[config.mk]
export PLATFORM = sky130hd
export DESIGN_NAME = demux6output_flat
export DESIGN_NICKNAME = d
export VERILOG_FILES = /design/src/rtl/demux6output_if.sv /design/src/rtl/demux6output.sv /design/src/flat_wrapper.sv
export SDC_FILE = /design/constraint.sdc
export NUM_CORES = 1
export LEC_CHECK = 0
export CELL_PAD_IN_SITES_DETAIL_PLACEMENT = 1
export CELL_PAD_IN_SITES_GLOBAL_PLACEMENT = 2
export CORE_ASPECT_RATIO = 0.9
export CORE_UTILIZATION = 28
export DETAILED_ROUTE_END_ITERATION = 7
export GPL_ROUTABILITY_DRIVEN = 1
export PLACE_DENSITY = 0.71
export SYNTH_ARGS = -nofsm -noshare
export SYNTH_HDL_FRONTEND = slang
export SYNTH_SLANG_ARGS = --single-unit
[constraint.sdc]
create_clock -name clk -period 2.26 [get_ports clk]
set_input_delay 0.565 -clock clk [delete_from_list [all_inputs] [get_ports clk]]
set_output_delay 0.565 -clock clk [all_outputs]
set_load 0.1 [all_outputs]
[src/rtl/demux6output_if.sv]
// Handshake bundle for the six-way result distributor: one producer-side
// valid/ready channel carrying a word plus destination index, and a shared
// data bus with per-port valid/ready towards the six sinks.
interface demux6output_if #(
  parameter int WIDTH = 16
);
  logic [WIDTH-1:0] in_data;
  logic [2:0]       in_sel;
  logic             in_valid;
  logic             in_ready;
  logic [WIDTH-1:0] out_data;
  logic [5:0]       out_valid;
  logic [5:0]       out_ready;
  logic             busy;
  logic             overflow_sel;

  // Environment side: drives words in, supplies sink readiness.
  modport master (
    output in_data, in_sel, in_valid, out_ready,
    input  in_ready, out_data, out_valid, busy, overflow_sel
  );

  // Distributor side.
  modport slave (
    input  in_data, in_sel, in_valid, out_ready,
    output in_ready, out_data, out_valid, busy, overflow_sel
  );
endinterface

[src/rtl/demux6output.sv]
// Six-way result distributor. Words enter through a small FIFO together with
// a normalised destination port (0..5) and leave in strict acceptance order
// on a shared data bus, with a one-hot valid marking the addressed sink.
// A stalled sink blocks every later word (head-of-line blocking is intended).
module demux6output #(
  parameter int WIDTH = 16,
  parameter int DEPTH = 2
) (
  input logic           clk,
  input logic           rst,
  demux6output_if.slave bus
);

  localparam int PW = (DEPTH > 1) ? $clog2(DEPTH) : 1;
  localparam int CW = PW + 1;

  logic [WIDTH-1:0] dataMem [DEPTH];
  logic [2:0]       portMem [DEPTH];

  logic [PW-1:0] rdPtr_q, rdPtr_d;
  logic [PW-1:0] wrPtr_q, wrPtr_d;
  logic [CW-1:0] count_q, count_d;
  logic          overflow_q, overflow_d;

  logic          empty;
  logic          inReady;
  logic          push;
  logic          pop;
  logic [2:0]    headPort;
  logic [2:0]    selNorm;

  // Handshake decode: ready depends only on the registered count, so there
  // is no combinational path from any sink ready back to the producer.
  always_comb begin
    empty    = (count_q == '0);
    inReady  = (count_q < CW'(DEPTH));
    push     = bus.in_valid && inReady;
    headPort = portMem[rdPtr_q];
    pop      = !empty && bus.out_ready[headPort];
    selNorm  = (bus.in_sel > 3'd5) ? 3'd5 : bus.in_sel;
  end

  // Output presentation: data is forced to zero and no port is addressed
  // while the FIFO is empty, so a freshly reset block shows a clean bus.
  always_comb begin
    bus.in_ready     = inReady;
    bus.busy         = !empty;
    bus.overflow_sel = overflow_q;
    bus.out_data     = '0;
    bus.out_valid    = '0;
    if (!empty) begin
      bus.out_data  = dataMem[rdPtr_q];
      bus.out_valid = 6'b000001 << headPort;
    end
  end

  // Next-state for pointers, occupancy and the out-of-range select flag;
  // pointers wrap naturally because DEPTH is a power of two.
  always_comb begin
    rdPtr_d    = rdPtr_q;
    wrPtr_d    = wrPtr_q;
    count_d    = count_q;
    overflow_d = push && (bus.in_sel[2:1] == 2'b11);
    if (push) begin
      wrPtr_d = wrPtr_q + PW'(1);
    end
    if (pop) begin
      rdPtr_d = rdPtr_q + PW'(1);
    end
    case ({push, pop})
      2'b10:   count_d = count_q + CW'(1);
      2'b01:   count_d = count_q - CW'(1);
      default: count_d = count_q;
    endcase
  end

  // Control state register; reset discards every buffered word at once.
  always_ff @(posedge clk) begin
    if (rst) begin
      rdPtr_q    <= '0;
      wrPtr_q    <= '0;
      count_q    <= '0;
      overflow_q <= 1'b0;
    end else begin
      rdPtr_q    <= rdPtr_d;
      wrPtr_q    <= wrPtr_d;
      count_q    <= count_d;
      overflow_q <= overflow_d;
    end
  end

  // Storage write: the port index is normalised on entry so the read side
  // only ever sees 0..5. Contents are never cleared; count guards them.
  always_ff @(posedge clk) begin
    if (push && !rst) begin
      dataMem[wrPtr_q] <= bus.in_data;
      portMem[wrPtr_q] <= selNorm;
    end
  end

endmodule

[src/flat_wrapper.sv]
// flat-port wrapper written by rule: the top's interface ports become plain ports
module demux6output_flat 
#(
  parameter int WIDTH = 16,
  parameter int DEPTH = 2
)
  (clk, rst, bus_in_data, bus_in_sel, bus_in_valid, bus_out_ready, bus_in_ready, bus_out_data, bus_out_valid, bus_busy, bus_overflow_sel);
  demux6output_if #(.WIDTH(WIDTH)) bus_i ();
  input logic clk;
  input logic rst;
  input wire logic [$bits(bus_i.in_data)-1:0] bus_in_data;
  input wire logic [$bits(bus_i.in_sel)-1:0] bus_in_sel;
  input wire logic [$bits(bus_i.in_valid)-1:0] bus_in_valid;
  input wire logic [$bits(bus_i.out_ready)-1:0] bus_out_ready;
  output wire logic [$bits(bus_i.in_ready)-1:0] bus_in_ready;
  output wire logic [$bits(bus_i.out_data)-1:0] bus_out_data;
  output wire logic [$bits(bus_i.out_valid)-1:0] bus_out_valid;
  output wire logic [$bits(bus_i.busy)-1:0] bus_busy;
  output wire logic [$bits(bus_i.overflow_sel)-1:0] bus_overflow_sel;
  assign bus_i.in_data = bus_in_data;
  assign bus_i.in_sel = bus_in_sel;
  assign bus_i.in_valid = bus_in_valid;
  assign bus_i.out_ready = bus_out_ready;
  assign bus_in_ready = bus_i.in_ready;
  assign bus_out_data = bus_i.out_data;
  assign bus_out_valid = bus_i.out_valid;
  assign bus_busy = bus_i.busy;
  assign bus_overflow_sel = bus_i.overflow_sel;
  demux6output #(.WIDTH(WIDTH), .DEPTH(DEPTH)) u_core (.clk(clk), .rst(rst), .bus(bus_i));
endmodule
After elaboration in Yosys (flattened, before gate mapping):

Memories as Yosys holds them, arrays and structs flattened. A register that Yosys moved wholly into a read port is not among the register bits.
Index checks and enable logic that the tools add are counted.

* bits in writable memories: 38
* logic and storage cells: 37
* flip-flop bits (word level): 5
* memories: 2
* bits of input ports: 28

Memories
* u_core.dataMem: depth 2, bits a word 16, rd ports 1, clocked after Yosys merged registers in 1, wr ports 1, line demux6output.sv:17 `logic [WIDTH-1:0] dataMem [DEPTH];`
* u_core.portMem: depth 2, bits a word 3, rd ports 1, clocked after Yosys merged registers in 1, wr ports 1, line demux6output.sv:18 `logic [2:0] portMem [DEPTH];`

* reductions and logical operators: 8
* add/sub/neg operators: 4
* shifts and indexed selects: 1
* muxes and demuxes: 12
* equal/unequal tests: 3
* $lt $le $gt $ge: 3

Operators with widths (number)
* 16-bit 2-to-1 mux: 1
* 1-bit 2-to-1 mux: 7
* 6-bit 2-to-1 mux: 1
* 1-bit by 3-bit left shift with 6-bit output, first input constant: 1
* 2-bit == test, second input constant: 2
* 1-bit logical AND: 4
* 3-bit by 4-bit less-than comparator with 1-bit output, second input constant: 1
* 2-bit one-hot mux with 2 select lines: 1
* 1-bit binary-select mux with 3-bit select: 1
* 3-bit greater-than comparator, second input constant: 1
* 3-bit 2-to-1 mux: 1
* 1-bit adder, second input constant: 2
* 2-bit by 1-bit adder with 2-bit output, second input constant: 1
* 2-bit by 1-bit == test with 1-bit output, second input constant: 1
* 1-bit logical NOT: 2
* 2-bit logical NOT: 1
* 2-bit less-than comparator, second input constant: 1
* 2-bit nonzero test: 1
* 2-bit by 1-bit subtractor with 2-bit output, second input constant: 1

Depth between registers and ports, before layout:

Gate-level depths: netlist (run 1).

* word-level depth: 5
* gate-level depth with buffers: 10

Worst setup path after synthesis (run 1):

Ideal clock, no wire load.

* path kind: reg-to-output
* start: reg u_core.count_q[0]
* end: out bus_out_valid[4]
* data arrival time: 2683 ps
* stages on the path, launching flop included: 5
* setup slack: -988 ps
* data required time: 1695 ps
* cells stage by stage: dfxtp_1 nor2_1 inv_1 nand2_1 nor2_1

* longest elaborated chain between the ends: 2

Ends and longest elaborated chain
* start, declared: line demux6output.sv:22 `logic [CW-1:0] count_q, count_d;`
* start signal, assigned: line demux6output.sv:87 `count_q <= count_d;`
* 2-bit logical NOT: line demux6output.sv:35 `empty = (count_q == '0);`
* 6-bit 2-to-1 mux: line demux6output.sv:51 `if (!empty) begin`
* end, declared: line flat_wrapper.sv:17 `output wire logic [$bits(bus_i.out_valid)-1:0] bus_out_valid;`

No other way between the ends.

==> qor.yml, run 1 <==
die_h_um: 79.0
firstDrtPassIters: 4
dieArea_um2: 6920
setup_viol: 0
hold_viol: 0
path_clk_slew_ns: 0.08
numPortBuffers: 52
clock_sinks: 44
async_reset_ff_share_pct: 0
finalClockSkew_ns: 0.00805
core-area_um2: 6250
synth-seq-cells: 44
regArea_um2: 1260
grt_pass1_vias: 1382
synth.most_common_cell: "edfxtp_1"
post-route-period-util_pct: 99.3
cts_buffers: 5
crit_required_ns: 1.69
antenna_found_initial: 0
startpoint_type: "register"
drive_gt1_share_pct: 42.2
relSlewSlack_pct: 79.1
rsz0062_at_grt: "true"
nFillCells: 626
yosysUniqueCellTypes: 35
insertion_delay_ns: 0.29
ios: 53
ys_seq_area_share_pct: 68.4
drv_cap: 0
dp_hpwl_um: 3170
crit_type: "reg -> out"
synth_edf_count: 38
drt_iter0_markers: 42
synth_area_leader_cell: "edfxtp_1"
grt_overflow_total: 0
synthCells: 131
avgRoutedWirePerCell_um: 14.5
h-tree-depth: 2
antennaDiodeCount: 0
grt_max_degree: 20
crit_path_end_kind: "primary output"
wl_um: 4260
leakage_nw: 1.10
gp_congestion: 0.726
track_usage_pct: 13.0
syn_area_um2: 1840
die_x_um: 87.6
via_per_inst: 4.35
drv_slew: 0
post-route-min-period_ns: 2.24
worst_slack_ns: 0.0164
synth_nets: 160
fmax_mhz: 446
ctsRootBufferMaster: "clkbuf_8"
path_max_fanout: 4
power_density_nw_per_um2: 1440
nets: 234
cp.arrival_ns: 1.68
synthTopCellsByCount: "38 x edfxtp_1, 28 x nor2_1, 16 x mux2i_1"
finalPower_mw: 4.60
hold_class: "reg -> reg"
ys_warn_count: 0
area_growth_pct: 72.6
core.rowCount: 27
status: "finished clean"
drc_errors: 0
tightest_slew_ns: 0.305
synth-main-ff-cell: "edfxtp_1"
netlist.area_leader.share_pct: 61.9
multi_input_area_um2: 736
avgSynthCellArea_um2: 14.1
vias: 1274
synth_area_leaders: "edfxtp_1 62%, mux2i_1 8.7%, dfxtp_1 6.5%, nor2_1 5.7%, o32ai_4 1.5%"
clock_path_buffers: 2
start_util_pct: 29.5
grt_pass1_wl_um: 6780
cts_tree: "done"
drt.antenna.violating_nets: 0
dpl_worst_slack_ns: -0.407
peakVddDrop_uv: 620
-- cell usage in the layout, fill, tap and decap left out, types with 2 or more instances in the layout --
| cell | count |
|---|---|
| inv_1 | 4 |
| nor2_1 | 8 |
| buf_12 | 26 |
| buf_4 | 18 |
| nor2b_1 | 2 |
| xor2_1 | 2 |
| edfxtp_1 | 38 |
| clkdlybuf4s50_1 | 26 |
| nor2_4 | 16 |
| mux2i_1 | 16 |
| nor2_2 | 4 |
| nand2_1 | 2 |
| dfxtp_1 | 5 |
| mux2_1 | 2 |
| clkbuf_8 | 5 |
-- area by class of cell --
type | count | area share, %
Sequential cell | 44 | 39.7
Tap cell | 87 | 3.42
Clock inverter | 3 | 1.34
Multi-Input combinational cell | 77 | 23.1
Timing Repair Buffer | 72 | 29.5
Inverter | 5 | 0.708
Clock buffer | 5 | 2.16
-- worst paths after layout --
path	slack (ns)	to	start	depth (start not counted)
setup / recovery	0.02	bus_out_valid[3]	register	5
hold / removal	0.60	u_core.count_q[1]$_SDFFE_PP0P_	u_core.count_q[1]$_SDFFE_PP0P_	2
setup reg to reg	0.07	u_core.count_q[1]$_SDFFE_PP0P_	register	7
hold reg to reg	0.60	u_core.count_q[1]$_SDFFE_PP0P_	u_core.count_q[1]$_SDFFE_PP0P_	2
-- state kept, by name, summed over array words and instances (netlist names), named ones only --
| signal | flops |
|---|---|
| u_core.dataMem | 32 |
| u_core.portMem | 6 |
| u_core.count_q | 2 |
| u_core.bus.overflow_sel | 1 |
| u_core.rdPtr_q | 1 |
| u_core.wrPtr_q | 1 |
-- worst max-delay path: stages (launching register included) --
cell     delay, ns
dfxtp_4       0.38
mux2_4        0.31
or2_4         0.26
buf_8         0.14
nor2b_4       0.12
buf_12        0.18
-- per-stage QoR --
| stage | cells | hold slack [ns] | instance area, um^2 | utilization, % | TNS [ns] |
|---|---|---|---|---|---|
| after floorplan | 131 | 0.499 | 2000 | - | -1.84 |
| after global placement | 277 | 0.529 | 2940 | 47.0 | -0.481 |
| after detailed placement | 277 | 0.572 | 2940 | 47.0 | -0.704 |
| after CTS | 287 | 0.598 | 3090 | 49.4 | 0 |
| after global routing | 293 | 0.629 | 3180 | 50.9 | -0.146 |
| final | 293 | 0.601 | 3180 | 50.9 | 0 |
-- per-layer routing --
metal	wire [um]	track usage [%]	part of all wire, %	vias to the layer above
li1	-	-	-	621
met1	1710	15.3	40	628
met2	2380	23.6	56	23
met3	128	1.87	3.0	2
met4	40	5.41	0.94	0
met5	0	0	0	-
-- what timing repair did --
action | 4_1_cts | 5_1_grt
resized for setup | 7 | 8
setup buffers | 2 | 6
cloned | 0 | 0
setup endpoints to repair | 6 | 7
hold buffers | 0 | 0
pin swaps | 3 | 5
-- power breakdown --
part           leakage (nW)  internal, mW  switching (mW)  total, mW
combinational         0.650          1.10            1.85       2.95
sequential            0.398         0.996          0.0657       1.06
clock                0.0558         0.328           0.263      0.590
-- cell families after synthesis --
| group | Yosys count | share of synthesized area [%] |
|---|---|---|
| flip-flops | 44 | 68.4 |
| AND/OR/NAND/NOR | 43 | 10.6 |
| adder cells (fa/ha/maj) | 1 | 0.678 |
| buffers and inverters | 10 | 2.71 |
| multiplexers | 19 | 10.7 |
| AO/OA/AOI/OAI | 11 | 5.50 |
| XOR/XNOR | 3 | 1.42 |
(Power assumes the default switching activity.)
==> run 2: changes to the inputs <==
--- a/config.mk
+++ b/config.mk
@@ -8,10 +8,11 @@
 export CELL_PAD_IN_SITES_DETAIL_PLACEMENT = 1
 export CELL_PAD_IN_SITES_GLOBAL_PLACEMENT = 2
 export CORE_ASPECT_RATIO = 0.9
-export CORE_UTILIZATION = 28
+export CORE_UTILIZATION = 33
 export DETAILED_ROUTE_END_ITERATION = 7
 export GPL_ROUTABILITY_DRIVEN = 1
-export PLACE_DENSITY = 0.71
+export PLACE_DENSITY = 0.79
 export SYNTH_ARGS = -nofsm -noshare
 export SYNTH_HDL_FRONTEND = slang
 export SYNTH_SLANG_ARGS = --single-unit
+export TNS_END_PERCENT = 30
==> constraint.sdc (replaced) <==
create_clock -name clk -period 2.79 [get_ports clk]
set_input_delay 0.6975 -clock clk [delete_from_list [all_inputs] [get_ports clk]]
set_output_delay 0.6975 -clock clk [all_outputs]
set_load 0.1 [all_outputs]
==> qor.yml, run 2 (synthesis results as in run 1) <==
status: "finished clean"  # unchanged
clock_path_buffers: 2  # unchanged
path_clk_slew_ns: 0.08  # about the same
drive_gt1_share_pct: 24.0  # was 42.2%
core-area_um2: 5320  # was 6250 um^2
power_density_nw_per_um2: 1170  # was 1440 nW/um^2
via_per_inst: 4.65  # was 4.35
crit_type: "reg -> out"  # unchanged
crit_path_end_kind: "primary output"  # unchanged
cts_buffers: 5  # unchanged
antennaDiodeCount: 0  # unchanged
nets: 220  # was 234
crit_required_ns: 2.09  # was 1.69 ns
final_cell_count_no_fill: 259  # was 293
antenna_found_initial: 0  # unchanged
firstDrtPassIters: 4  # unchanged
insertion_delay_ns: 0.30  # was 0.29 ns
clock_sinks: 44  # unchanged
cts_setup_buffers: 0  # was 2
holdBufCountCts: 0  # unchanged
grt_pass1_vias: 1287  # was 1382
final_cell_mix: "38 x edfxtp_1, 27 x clkdlybuf4s50_1, 26 x nor2_1"  # was 38 x edfxtp_1, 26 x clkdlybuf4s50_1, 26 x buf_12
vias: 1205  # was 1274
die_h_um: 72.9  # was 79.0 um
utilization_pct: 52.4  # was 50.9%
start_util_pct: 34.7  # was 29.5%
drc_errors: 0  # unchanged
p_sw_share_pct: 48.9  # was 47.3%
drt.antenna.violating_nets: 0  # unchanged
peakVddDrop_uv: 637  # was 620 uV
avgRoutedWirePerCell_um: 15.4  # was 14.5 um
p_comb_share_pct: 61.9  # was 64.1%
track_usage_pct: 14.3  # was 13.0%
largest_register: "u_core.dataMem"  # unchanged
finalClockSkew_ns: 0.00962  # was 0.00805 ns
gp_congestion: 0.725  # was 0.726
placed_cells: 251  # was 277
drt_iter0_markers: 44  # was 42
wl_um: 3980  # was 4260 um
ctsRootBufferMaster: "clkbuf_8"  # unchanged
grt_pass1_wl_um: 6130  # was 6780 um
cts_tree: "done"  # unchanged
grt_max_degree: 20  # unchanged
startpoint_type: "register"  # unchanged
die_x_um: 80.8  # was 87.6 um
fmax_mhz: 394
dp_hpwl_um: 2900  # was 3170 um
drv_slew: 0  # unchanged
seqPwrFrac_pct: 26.1  # was 23.1%
largest_reg_flops: 32  # unchanged
grt_overflow_total: 0  # unchanged
h-tree-depth: 2  # unchanged
numPortBuffers: 52  # unchanged
leakage_nw: 0.996  # was 1.10 nW
tightest_slew_ns: 0.392  # was 0.305 ns
nFillCells: 535  # was 626
hold_viol: 0  # unchanged
setup_tns_ns: 0  # unchanged
area_growth_pct: 51.2  # was 72.6%
core.rowCount: 25  # was 27
p_clk_share_pct: 12.0  # was 12.8%
mostFrequentLayoutCell: "edfxtp_1"  # unchanged
reg_top3: "u_core.dataMem (32), u_core.portMem (6), u_core.count_q (2)"  # unchanged
dieArea_um2: 5890  # was 6920 um^2
ios: 53  # unchanged
cp.arrival_ns: 1.84  # was 1.68 ns
power.switching_mw: 1.60  # was 2.18 mW
post_cts_resized: 0  # was 7
hold_class: "reg -> reg"  # unchanged
post-route-period-util_pct: 91.1
path_max_fanout: 9  # was 4
setup_viol: 0  # unchanged
drv_cap: 0  # unchanged
relSlewSlack_pct: 73.7  # was 79.1%
post-route-min-period_ns: 2.54
p_int_mw: 1.67  # was 2.42 mW
rsz0062_at_grt: "false"  # was true
==> run 2: changes by cell type in the layout (fill, tap and decap cells not counted), sizes merged <==
| cell | delta |
|---|---|
| buf | -14 |
| clkinvlp | -1 |
| bufinv | -1 |
| clkinv | +1 |
| inv | +1 |
| clkdlybuf4s50 | +1 |
| dlygate4sd2 | -1 |
==> run 2: worst max-delay path: stages (launching register included) <==
cell,delay (ns)
dfxtp_1,0.53
mux2_4,0.35
or2_4,0.27
nor2_1,0.20
buf_12,0.21
==> run 2: worst paths after layout <==
check	depth (start not counted)	startpoint	slack, ns	endpoint
worst min register to register	2	u_core.count_q[1]$_SDFFE_PP0P_	0.55	u_core.count_q[1]$_SDFFE_PP0P_
worst min-delay path	2	u_core.count_q[1]$_SDFFE_PP0P_	0.55	u_core.count_q[1]$_SDFFE_PP0P_
worst max-delay path	4	register	0.25	bus_out_valid[2]
worst max register to register	7	register	0.43	u_core.count_q[1]$_SDFFE_PP0P_
==> run 2: final cells by class <==
| type | count | area [um^2] | share of cell area, % |
|---|---|---|---|
| Sequential cell | 44 | 1260 | 45.2 |
| Timing Repair Buffer | 58 | 791 | 28.4 |
| Multi-Input combinational cell | 77 | 546 | 19.6 |
| Tap cell | 67 | 83.8 | 3.01 |
| Clock buffer | 5 | 68.8 | 2.47 |
| Clock inverter | 3 | 18.8 | 0.673 |
| Inverter | 5 | 18.8 | 0.673 |
==> run 2: power groups by stage <==
stage	Combinational [mW]	Sequential (mW)	Clock, mW
2_1_floorplan	1.34	0.851	0
3_3_place_gp	2.02	0.862	0
3_5_place_dp	2.04	0.870	0
4_1_cts	2.05	0.856	0.404
5_1_grt	2.10	0.865	0.422
6_report	2.03	0.855	0.393
==> run 2: per-stage QoR <==
step	power (mW)	hold WS (ns)	setup slack, ns	instance area (um^2)
final	3.27	0.551	0.249	2790
after CTS	3.31	0.566	0.240	2790
after detailed placement	2.91	0.553	-0.00378	2700
after floorplan	2.19	0.465	-0.176	1860
after global placement	2.88	0.500	0.0846	2700
after global routing	3.39	0.593	0.185	2790
==> run 2: routing by layer <==
layer / vias to the layer above / global-route usage (%) / share of wire, %
li1: 591 / - / -
met1: 577 / 15.6 / 42
met2: 32 / 26.4 / 53
met3: 5 / 3.88 / 3.9
met4: 0 / 5.36 / 1.3
met5: - / 0 / 0
